$ cat config.mk
export PLATFORM = sky130hd
export DESIGN_NAME = pipelined_control_unit
export DESIGN_NICKNAME = d
export VERILOG_FILES = /design/src/rtl/cu_pkg.sv /design/src/rtl/cond_check.sv /design/src/rtl/pipelined_control_unit.sv
export SDC_FILE = /design/constraint.sdc
export NUM_CORES = 1
export LEC_CHECK = 0
export ABC_AREA = 1
export CAP_MARGIN = 20
export CORE_ASPECT_RATIO = 0.7
export CORE_UTILIZATION = 50
export CTS_BUF_LIST = sky130_fd_sc_hd__clkbuf_8
export CTS_CLUSTER_DIAMETER = 80
export DETAILED_ROUTE_END_ITERATION = 8
export MAX_ROUTING_LAYER = met4
export PLACE_DENSITY = 0.82
export RECOVER_POWER = 100
export SLEW_MARGIN = 10
export SYNTH_ARGS = -nofsm -noshare
export SYNTH_HDL_FRONTEND = slang
export SYNTH_HIERARCHICAL = 1
export SYNTH_SLANG_ARGS = --single-unit
$ cat constraint.sdc
create_clock -name clk -period 3.9 [get_ports clk]
set_clock_uncertainty 0.1 [all_clocks]
set_input_delay 1.17 -clock clk [delete_from_list [all_inputs] [get_ports clk]]
set_output_delay 1.17 -clock clk [all_outputs]
set_load 0.05 [all_outputs]
$ cat src/rtl/cu_pkg.sv
// Shared constants, control bundle and decode helper for the pipelined control unit.
package cu_pkg;

    localparam logic [1:0] MODE_COMP = 2'b00;
    localparam logic [1:0] MODE_MEM  = 2'b01;
    localparam logic [1:0] MODE_BR   = 2'b10;
    localparam logic [1:0] MODE_RSVD = 2'b11;

    localparam logic [3:0] OP_AND = 4'b0000;
    localparam logic [3:0] OP_EOR = 4'b0001;
    localparam logic [3:0] OP_SUB = 4'b0010;
    localparam logic [3:0] OP_ADD = 4'b0100;
    localparam logic [3:0] OP_ADC = 4'b0101;
    localparam logic [3:0] OP_SBC = 4'b0110;
    localparam logic [3:0] OP_TST = 4'b1000;
    localparam logic [3:0] OP_CMP = 4'b1010;
    localparam logic [3:0] OP_ORR = 4'b1100;
    localparam logic [3:0] OP_MOV = 4'b1101;
    localparam logic [3:0] OP_MVN = 4'b1111;

    localparam logic [3:0] EXE_NONE = 4'b0000;
    localparam logic [3:0] EXE_MOV  = 4'b0001;
    localparam logic [3:0] EXE_ADD  = 4'b0010;
    localparam logic [3:0] EXE_ADC  = 4'b0011;
    localparam logic [3:0] EXE_SUB  = 4'b0100;
    localparam logic [3:0] EXE_SBC  = 4'b0101;
    localparam logic [3:0] EXE_AND  = 4'b0110;
    localparam logic [3:0] EXE_ORR  = 4'b0111;
    localparam logic [3:0] EXE_EOR  = 4'b1000;
    localparam logic [3:0] EXE_MVN  = 4'b1001;

    localparam logic [3:0] COND_EQ = 4'b0000;
    localparam logic [3:0] COND_NE = 4'b0001;
    localparam logic [3:0] COND_CS = 4'b0010;
    localparam logic [3:0] COND_CC = 4'b0011;
    localparam logic [3:0] COND_MI = 4'b0100;
    localparam logic [3:0] COND_PL = 4'b0101;
    localparam logic [3:0] COND_VS = 4'b0110;
    localparam logic [3:0] COND_VC = 4'b0111;
    localparam logic [3:0] COND_HI = 4'b1000;
    localparam logic [3:0] COND_LS = 4'b1001;
    localparam logic [3:0] COND_GE = 4'b1010;
    localparam logic [3:0] COND_LT = 4'b1011;
    localparam logic [3:0] COND_GT = 4'b1100;
    localparam logic [3:0] COND_LE = 4'b1101;
    localparam logic [3:0] COND_AL = 4'b1110;
    localparam logic [3:0] COND_NV = 4'b1111;

    typedef struct packed {
        logic [3:0] exe_cmd;
        logic       mem_read;
        logic       mem_write;
        logic       wb_en;
        logic       b;
        logic       update_sr;
        logic       illegal;
    } ctl_t;

    // Map mode/op_code/S to the control bundle; anything unlisted is flagged illegal with no enables.
    function automatic ctl_t decode(input logic [1:0] mode, input logic [3:0] op_code, input logic s);
        ctl_t c;
        c = '0;
        case (mode)
            MODE_COMP: begin
                c.wb_en     = 1'b1;
                c.update_sr = s;
                case (op_code)
                    OP_MOV: c.exe_cmd = EXE_MOV;
                    OP_MVN: c.exe_cmd = EXE_MVN;
                    OP_ADD: c.exe_cmd = EXE_ADD;
                    OP_ADC: c.exe_cmd = EXE_ADC;
                    OP_SUB: c.exe_cmd = EXE_SUB;
                    OP_SBC: c.exe_cmd = EXE_SBC;
                    OP_AND: c.exe_cmd = EXE_AND;
                    OP_ORR: c.exe_cmd = EXE_ORR;
                    OP_EOR: c.exe_cmd = EXE_EOR;
                    OP_CMP: begin
                        c.exe_cmd   = EXE_SUB;
                        c.wb_en     = 1'b0;
                        c.update_sr = 1'b1;
                    end
                    OP_TST: begin
                        c.exe_cmd   = EXE_AND;
                        c.wb_en     = 1'b0;
                        c.update_sr = 1'b1;
                    end
                    default: begin
                        c         = '0;
                        c.illegal = 1'b1;
                    end
                endcase
            end
            MODE_MEM: begin
                if (op_code == OP_ADD) begin
                    c.exe_cmd = EXE_ADD;
                    if (s) begin
                        c.mem_read = 1'b1;
                        c.wb_en    = 1'b1;
                    end else begin
                        c.mem_write = 1'b1;
                    end
                end else begin
                    c.illegal = 1'b1;
                end
            end
            MODE_BR: c.b = 1'b1;
            default: c.illegal = 1'b1;
        endcase
        return c;
    endfunction

endpackage

$ cat src/rtl/cond_check.sv
// Combinational ARM condition-field evaluation against {N,Z,C,V}.
module cond_check (
    input  logic [3:0] cond,
    input  logic [3:0] flags,
    output logic       pass
);
    import cu_pkg::*;

    logic n, z, c, v;
    assign {n, z, c, v} = flags;

    // Select the pass bit for the condition code; NV never passes.
    always_comb begin
        pass = 1'b0;
        case (cond)
            COND_EQ: pass = z;
            COND_NE: pass = !z;
            COND_CS: pass = c;
            COND_CC: pass = !c;
            COND_MI: pass = n;
            COND_PL: pass = !n;
            COND_VS: pass = v;
            COND_VC: pass = !v;
            COND_HI: pass = c && !z;
            COND_LS: pass = !c || z;
            COND_GE: pass = (n == v);
            COND_LT: pass = (n != v);
            COND_GT: pass = !z && (n == v);
            COND_LE: pass = z || (n != v);
            COND_AL: pass = 1'b1;
            default: pass = 1'b0;
        endcase
    end

endmodule

$ cat src/rtl/pipelined_control_unit.sv
// ID-stage control unit: decode, condition check, flag-hazard interlock and a DEPTH-stage
// control pipeline with stall/flush. Optional branch-shadow squash: CU_BRANCH_SHADOW_EN.
module pipelined_control_unit #(
    parameter int DEPTH     = 1,
    parameter int SR_LAT    = 2,
    parameter int BR_SHADOW = 1
) (
    input  logic                                  clk,
    input  logic                                  rst,
    input  logic                                  valid_in,
    input  logic [3:0]                            cond,
    input  logic [1:0]                            mode,
    input  logic [3:0]                            op_code,
    input  logic                                  S,
    input  logic [3:0]                            sr_flags,
    input  logic                                  sr_wr,
    input  logic                                  stall_in,
    input  logic                                  flush,
    output logic                                  ready_out,
    output logic                                  valid_out,
    output logic [3:0]                            exe_cmd,
    output logic                                  mem_read,
    output logic                                  mem_write,
    output logic                                  wb_en,
    output logic                                  b,
    output logic                                  update_sr,
    output logic                                  illegal,
    output logic [$clog2(DEPTH+SR_LAT+1)-1:0]     sr_pending
);
    import cu_pkg::*;

    localparam int PW   = $clog2(DEPTH + SR_LAT + 1);
    localparam int PMAX = (1 << PW) - 1;

    // Clamp the pending-writer count into its register range instead of wrapping.
    function automatic logic [PW-1:0] sat_pending(input int value);
        if (value < 0)
            return '0;
        else if (value > PMAX)
            return PW'(PMAX);
        else
            return PW'(value);
    endfunction

    ctl_t dec_ctl;
    ctl_t ctl_p0, ctl_p1, ctl_p2;
    ctl_t ctl_last, ctl_out;
    logic vld_p0, vld_p1, vld_p2, vld_last;
    logic cond_pass, hazard, accept, squash, load_vld, inc;
    int   flush_cnt, pend_sum;

    assign dec_ctl = decode(mode, op_code, S);

    cond_check u_cond (
        .cond  (cond),
        .flags (sr_flags),
        .pass  (cond_pass)
    );

    assign hazard    = valid_in && (cond != COND_AL) && (sr_pending != '0);
    assign ready_out = !stall_in && !flush && !hazard;
    assign accept    = valid_in && ready_out;
    assign load_vld  = accept && cond_pass && !squash;
    assign inc       = load_vld && dec_ctl.update_sr;

`ifdef CU_BRANCH_SHADOW_EN
    logic [1:0] shadow_cnt;
    assign squash = (shadow_cnt != 2'd0);

    // Count down the slots behind a taken branch; each accepted slot is nulled.
    always_ff @(posedge clk or posedge rst) begin
        if (rst)
            shadow_cnt <= 2'd0;
        else if (flush)
            shadow_cnt <= 2'd0;
        else if (accept) begin
            if (squash)
                shadow_cnt <= shadow_cnt - 2'd1;
            else if (dec_ctl.b && cond_pass)
                shadow_cnt <= 2'(BR_SHADOW);
        end
    end
`else
    logic br_shadow_unused;
    assign squash           = 1'b0;
    assign br_shadow_unused = ^BR_SHADOW;
`endif

    // Count live flag writers in the stages a flush discards, then form the next pending count.
    always_comb begin
        flush_cnt = 0;
        if (vld_p0 && ctl_p0.update_sr)
            flush_cnt = flush_cnt + 1;
        if (DEPTH > 1 && vld_p1 && ctl_p1.update_sr)
            flush_cnt = flush_cnt + 1;
        if (DEPTH > 2 && vld_p2 && ctl_p2.update_sr)
            flush_cnt = flush_cnt + 1;
        pend_sum = int'(sr_pending) + (inc ? 1 : 0) - (sr_wr ? 1 : 0) - (flush ? flush_cnt : 0);
    end

    // Pending flag-writer counter.
    always_ff @(posedge clk or posedge rst) begin
        if (rst)
            sr_pending <= '0;
        else
            sr_pending <= sat_pending(pend_sum);
    end

    // Stage valids: flush beats stall, stall holds, otherwise shift in the new valid.
    always_ff @(posedge clk or posedge rst) begin
        if (rst) begin
            vld_p0 <= 1'b0;
            vld_p1 <= 1'b0;
            vld_p2 <= 1'b0;
        end else if (flush) begin
            vld_p0 <= 1'b0;
            vld_p1 <= 1'b0;
            vld_p2 <= 1'b0;
        end else if (!stall_in) begin
            vld_p0 <= load_vld;
            vld_p1 <= vld_p0;
            vld_p2 <= vld_p1;
        end
    end

    // Stage control bundles: data only, qualified by the matching stage valid.
    always_ff @(posedge clk) begin
        if (!stall_in) begin
            ctl_p0 <= dec_ctl;
            ctl_p1 <= ctl_p0;
            ctl_p2 <= ctl_p1;
        end
    end

    // Tap the last configured stage and force a bubble to all-zero outputs.
    always_comb begin
        vld_last = vld_p0;
        ctl_last = ctl_p0;
        if (DEPTH == 2) begin
            vld_last = vld_p1;
            ctl_last = ctl_p1;
        end else if (DEPTH >= 3) begin
            vld_last = vld_p2;
            ctl_last = ctl_p2;
        end
        ctl_out = vld_last ? ctl_last : '0;
    end

    assign valid_out = vld_last;
    assign exe_cmd   = ctl_out.exe_cmd;
    assign mem_read  = ctl_out.mem_read;
    assign mem_write = ctl_out.mem_write;
    assign wb_en     = ctl_out.wb_en;
    assign b         = ctl_out.b;
    assign update_sr = ctl_out.update_sr;
    assign illegal   = ctl_out.illegal;

endmodule

==> results of run 1 <==
[cell usage in the layout, fill, tap and decap left out, types with 2 or more instances in the layout]
cell type / count
dlygate4sd3_1: 2
clkbuf_8: 3
nor2_2: 4
buf_2: 2
dlygate4sd2_1: 5
nor2_1: 14
buf_4: 25
inv_4: 3
ha_4: 3
o21ai_1: 2
inv_1: 30
edfxtp_1: 10
clkdlybuf4s50_1: 18
ha_1: 7
buf_12: 2
nand2_2: 7
nor2_4: 5
nand4_1: 2
nand3_1: 17
clkinv_1: 3
nand3_2: 8
o21ai_0: 2
nand2_1: 52
dfrtp_1: 3
clkinv_2: 2
inv_2: 12
buf_6: 5
a21oi_1: 6
[flip-flops by register name, summed over array words and instances, names as in the netlist]
signal / flops
ctl_last: 10
sr_pending: 2
valid_out: 1
[cell usage after synthesis]
| cell type | n | area share |
|---|---|---|
| nand2_1 | 55 | 0.16 |
| inv_1 | 37 | 0.11 |
| nand3_1 | 23 | 0.089 |
| nor2_1 | 22 | 0.064 |
| ha_1 | 11 | 0.11 |
| edfxtp_1 | 10 | 0.23 |
| inv_2 | 7 | 0.020 |
| a21oi_1 | 5 | 0.019 |
| clkinv_1 | 4 | 0.012 |
| nand2_2 | 4 | 0.019 |
| dfrtp_1 | 3 | 0.058 |
| o21ai_1 | 3 | 0.012 |
| nand3_2 | 2 | 0.016 |
| nand4_1 | 2 | 0.0097 |
| a21oi_2 | 1 | 0.0068 |
| a31oi_1 | 1 | 0.0049 |
| buf_2 | 1 | 0.0039 |
| clkinv_2 | 1 | 0.0039 |
| fa_1 | 1 | 0.016 |
| nand3b_1 | 1 | 0.0058 |
| nor2_2 | 1 | 0.0049 |
| nor3_1 | 1 | 0.0039 |
| o21a_1 | 1 | 0.0058 |
| o21ai_0 | 1 | 0.0039 |
| o21ai_2 | 1 | 0.0068 |
| o22ai_1 | 1 | 0.0049 |
[final cells by class]
class                   count  area share
well taps                  32      0.0193
clock buffers               3      0.0199
repair buffers             62       0.271
clock inverters             1     0.00181
flip-flops and latches     13       0.181
multi-input cells         137       0.414
inverters                  49      0.0933
[critical path, stage by stage]
cell and delay [ns]:
buf_12 0.10, inv_4 0.05, nor2_2 0.11, nand2_1 0.07
nor2_1 0.11, nand2_1 0.09, nand2_2 0.06, nor2_1 0.04
nand2_1 0.05, nand2_1 0.06, nor2_1 0.12, nand3_2 0.11
ha_4 0.24, inv_4 0.05, ha_4 0.13, inv_2 0.04
fa_2 0.36, nand2_1 0.13, nand2_1 0.08, inv_2 0.09
nand4_1 0.16, ha_1 0.35, nor2_2 0.13, nand3_2 0.10
nor2_4 0.14, nand3_2 0.09, nand2_1 0.08, inv_1 0.04
[report_power, final]
part	internal, W	switching [W]
Combinational	0.000159	0.000215
Sequential	0.000165	0.0000171
Clock	0.0000696	0.0000504
Total	0.000394	0.000282
[worst min path at each step]
stage | start | end | slack, ns
6_report | valid_out$_DFFE_PP0P_ | valid_out$_DFFE_PP0P_ | 0.68
3_5_place_dp | valid_out$_DFFE_PP0P_ | valid_out$_DFFE_PP0P_ | 0.68
3_3_place_gp | valid_out$_DFFE_PP0P_ | valid_out$_DFFE_PP0P_ | 0.65
4_1_cts | valid_out$_DFFE_PP0P_ | valid_out$_DFFE_PP0P_ | 0.68
2_1_floorplan | ctl_last[1]$_DFFE_PN_ | sr_pending[0]$_DFF_PP0_ | 0.64
5_1_grt | valid_out$_DFFE_PP0P_ | valid_out$_DFFE_PP0P_ | 0.76
[metal layers]
| layer | global-route usage | up-vias | part of all wire |
|---|---|---|---|
| li1 | - | 751 | - |
| met1 | 0.364 | 739 | 0.41 |
| met2 | 0.593 | 101 | 0.49 |
| met3 | 0.0515 | 16 | 0.068 |
| met4 | 0.158 | 0 | 0.031 |
| met5 | - | - | 0 |
[logic make-up after synthesis]
family,Yosys count,share of synthesized area
AND/OR/NAND/NOR,111,0.374
adder cells (fa/ha/maj),12,0.123
flip-flops,13,0.292
AO/OA/AOI/OAI,14,0.0642
buffers and inverters,50,0.148
[what timing repair did]
item / CTS / global route
gates resized for setup: 68 / 20
setup buffers: 5 / 2
pin swaps: 32 / 19
endpoints found under the setup margin: 2 / 2
hold endpoints to repair: 0 / 0
gates cloned: 0 / 0
[metrics by stage]
stage / instance area [µm²] / setup TNS [ns] / utilization / setup slack, ns
4_1_cts: 2010 / -0.230 / 0.881 / -0.132
3_3_place_gp: 1860 / -1.87 / 0.816 / -0.937
2_1_floorplan: 1320 / -0.212 / - / -0.106
3_5_place_dp: 1860 / -2.00 / 0.816 / -1.01
5_1_grt: 2080 / -1.09 / 0.913 / -0.550
6_report: 2080 / -0.760 / 0.913 / -0.399
==> metrics, run 1 <==
status=finished with violations; failing checks=setup timing; Final Hold Viols=0; transition time of the tightest slew-check pin=0.550 ns; CTS tree=built; r2r endpoint=sr_pending[1]$_DFF_PP0_; # setup viols final=2; Arrival @ worst endpoint=4.34 ns; H-tree levels=1; vias in the first global route=1428; worst r2r path cells=21; Worst Setup SP=cond[3]; ANT cells=0; WL/cell=15.0 µm; core footprint=2280 µm²; fillers=107; CTS Buf Count=3; Area Overhead vs Synth=61.7%; Nets=299; Seq/Total Area, Yosys=0.292; DIE AREA=2780 µm²; Slew headroom=0.632; ANT nets after route=0; Post-Syn Area=1290 µm²; Crit path required time=3.94 ns; I/O pins=35; pwr dens=325 nW/µm²; post-DR vias/cell=5.41; Post-Syn Nets=233; 1st-iter DRT viols=87; Min Hold Slack=0.681 ns; critical path class=in -> reg; initial antenna violation count=0; Syn Area/Cell=6.43 µm²; drt drc=0; crit path launch type=primary input; final worst-path cycle share=1.10; RSZ-0062 raised after global routing=true; Multi-input gate area=861 µm²; Site Rows=14; total gr overflow=0; Via Count=1607; Synth Register Bits=13; Max Slew Vio Count=0; reg2reg setup slack=0.47 ns; first-pass GRT wire length=6.56 mm; Clock Tree Buf Depth=2; Pwr Total=0.000676 W; Fmax=0.233 GHz; critical path endpoint=sr_pending[1]$_DFF_PP0_; worst setup margin=-0.399 ns; Yosys Warn Count=6; VDD IR max=0.156 mV; FF+latch area=375 µm²; Hold Path Class=reg -> reg; crit end category=flop; placed cells=286; final RePlAce weighted congestion=0.906; effective utilization at floorplan=0.565; clk root buf=clkbuf_8; Sink Count=13; final non-filler cell total=297; routed wire length=4.45 mm; Crit Path Max Fanout=6; Min-Delay Path Depth=2; max cap viols=0; Synth cell types=26; Die Span Y=44.4 µm; Total Routing Usage GR=0.328; post-DP HPWL=2.61 mm; share of cells above drive strength 1=0.328; largest net degree at the start of global routing=13; Lkg Pwr=1.09 nW; Mapped Cells=200; Worst-path clk slew=0.05 ns; Pre-antenna DRT Iters=7; hold buffers post-CTS=0; Tmin final=4.30 ns; Crit Reg-Reg Startpoint=sr_pending[1]$_DFF_PP0_; clock latency on the worst-skew pair=0.24 ns; die width=62.6 µm; IO buf count=34
Note: power is estimated with default switching activity, not from simulation.
==> run 2, diff against run 1 <==
CORE_UTILIZATION = 35   (was 50)
PLACE_DENSITY = not set   (was 0.82)
==> run 2 against run 1 <==
The run still ends with setup timing left. Cell area up 9.8%. Non-clock buffer count up 28. Wire length down 20%. Die area up 41%. Hold slack worse by 0.0048 ns. Sequential cell count unchanged. Fmax up 1.9%. Utilization down 26 points. Worst setup slack better by 0.082 ns. Sequential power about the same. Total power up 0.21%. Clock power down 4%. Largest cell class unchanged.
==> metrics, run 2 (synthesis gave the netlist of run 1 again) <==
crit-path leading delay family=buffers and inverters; reg2reg setup slack=0.67 ns (+0.20 ns); hold buffers post-CTS=0 (unchanged); Site Rows=18 (+4); Clock Tree Buf Depth=2 (unchanged); slowest CP cell=nor3_1; post-DR vias/cell=4.39 (-19%); Slew headroom=0.657 (+0.0246); CTS Buf Count=3 (unchanged); setup slack at placement=-1.07 ns (-0.0615 ns); final non-filler cell total=343 (+15%); I/O pins=35 (unchanged); Total Routing Usage GR=0.202 (-0.126); # setup viols final=3 (+1); core footprint=3510 µm² (+54%); clock latency on the worst-skew pair=0.24 ns (about the same); share of cells above drive strength 1=0.365 (+0.0369); routed wire length=3.55 mm (-20%); crit path launch type=primary input; failing checks=setup timing; Worst-path clk slew=0.05 ns (about the same); effective utilization at floorplan=0.366 (-0.199); DIE AREA=3930 µm² (+41%); share of the core filled with cells=0.650 (-0.263); largest net degree at the start of global routing=13 (unchanged); most common cell after layout, fill and taps aside=nand2_1; drt drc=0 (unchanged); H-tree levels=1 (unchanged); commonest cells after routing, fill and taps aside=nand2_1 (51), buf_4 (49), inv_1 (33), nand3_1 (21), nor2_1 (16); initial antenna violation count=0 (unchanged); Worst path max stage delay=0.20 ns (-0.16 ns); pwr dens=297 nW/µm² (-8.7%); vias in the first global route=1437 (+0.63%); Lkg Pwr=1.25 nW (+15%); Crit Path Max Fanout=4 (-2); VDD IR max=0.131 mV (-16%); total gr overflow=0 (unchanged); ANT nets after route=0 (unchanged); crit end category=flop; Fmax=0.237 GHz (+1.9%); first-pass GRT wire length=5.85 mm (-11%); ANT cells=0 (unchanged); die width=74.5 µm (+19%); post-DP HPWL=2.38 mm (-8.7%); Via Count=1505 (-6.3%); Nets=327 (+9.4%); Final Hold Viols=0 (unchanged); Max Slew Vio Count=0 (unchanged); clk root buf=clkbuf_8; max cap viols=0 (unchanged); max reg flops=10 (unchanged); Sink Count=13 (unchanged); Hold Path Class=reg -> reg; 1st-iter DRT viols=48 (-45%); status=finished with violations; Area Overhead vs Synth=77.5%; Pre-antenna DRT Iters=4 (-3); CTS tree=built; CP bufs+invs=21 (+15); RSZ-0062 raised after global routing=true; WL/cell=10.3 µm (-31%); Crit path required time=3.97 ns (+0.03 ns); most frequent cell on the critical path=buf_4; transition time of the tightest slew-check pin=0.513 ns (-0.0369 ns); final RePlAce weighted congestion=0.917 (+1.2%); Arrival @ worst endpoint=4.28 ns (-0.06 ns); worst setup margin=-0.318 ns (+0.0816 ns); critical path class=in -> reg; IO buf count=34 (unchanged); placed cells=308 (+7.7%); Tmin final=4.22 ns (-0.0816 ns); Min Hold Slack=0.676 ns (-0.00478 ns); fillers=335 (+210%); Die Span Y=52.7 µm (+19%); final worst-path cycle share=1.08 (-0.0209)
run 2: changes by cell type in the layout (fill, tap and decap cells not counted), moves of 2 or more:
cell	delta
clkdlybuf4s50_1	-11
nand3_1	+4
inv_1	+3
nand3_2	-4
dlygate4sd3_1	+12
buf_6	+3
inv_4	-3
buf_4	+24
dlygate4sd2_1	-2
nor2_4	-3
nor2_1	+2
run 2: per-stage QoR:
step                power (W)  instance area [µm²]  TNS, ns
CTS                  0.000659                 2260   -0.333
detailed placement   0.000458                 1910    -2.14
global route         0.000731                 2280    -1.26
finish               0.000678                 2280   -0.773
floorplan            0.000348                 1320   -0.212
global placement     0.000457                 1910    -2.05
run 2: tightest hold or removal path: cells and delay by family, from the launching register on:
| family | cells | cell delay [ns] |
|---|---|---|
| flip-flops | 1 | 0.51 |
| AO/OA/AOI/OAI | 1 | 0.06 |
| AND/OR/NAND/NOR | 1 | 0.17 |
run 2: path summary, 6_finish.rpt:
kind	from	depth (start not counted)	endpoint
worst min register to register	valid_out$_DFFE_PP0P_	2	valid_out$_DFFE_PP0P_
worst min-delay path	valid_out$_DFFE_PP0P_	2	valid_out$_DFFE_PP0P_
worst max register to register	sr_pending[1]$_DFF_PP0_	25	sr_pending[1]$_DFF_PP0_
worst max-delay path	cond[1]	28	valid_out$_DFFE_PP0P_
max in group asynchronous	rst	2	valid_out$_DFFE_PP0P_
min in group asynchronous	rst	2	sr_pending[0]$_DFF_PP0_
run 2: final cells by class:
| cell class | count | area, µm² | share of cell area |
|---|---|---|---|
| inverters | 49 | 186 | 0.0816 |
| well taps | 50 | 62.6 | 0.0274 |
| clock inverters | 1 | 3.75 | 0.00164 |
| clock buffers | 3 | 41.3 | 0.0181 |
| multi-input cells | 137 | 830 | 0.363 |
| repair buffers | 90 | 785 | 0.344 |
| flip-flops and latches | 13 | 375 | 0.164 |
run 2: report_power, final:
part / internal, W / total, W / switching (W)
clock network: 0.0000694 / 0.000115 / 0.0000456
registers: 0.000165 / 0.000183 / 0.0000176
logic: 0.000190 / 0.000380 / 0.000190
total: 0.000425 / 0.000678 / 0.000253
run 2: layer usage:
| layer | up-vias | global-route usage | share of wire |
|---|---|---|---|
| met4 | 0 | 0.0566 | 0.016 |
| met2 | 32 | 0.347 | 0.46 |
| met1 | 661 | 0.246 | 0.49 |
| li1 | 806 | - | - |
| met5 | - | - | 0 |
| met3 | 6 | 0.0346 | 0.030 |
run 2: what timing repair did:
| item | 4_1_cts | 5_1_grt |
|---|---|---|
| gates resized for setup | 62 | 7 |
| pin swaps | 29 | 21 |
| setup buffers | 30 | 2 |
| setup endpoints to repair | 2 | 3 |
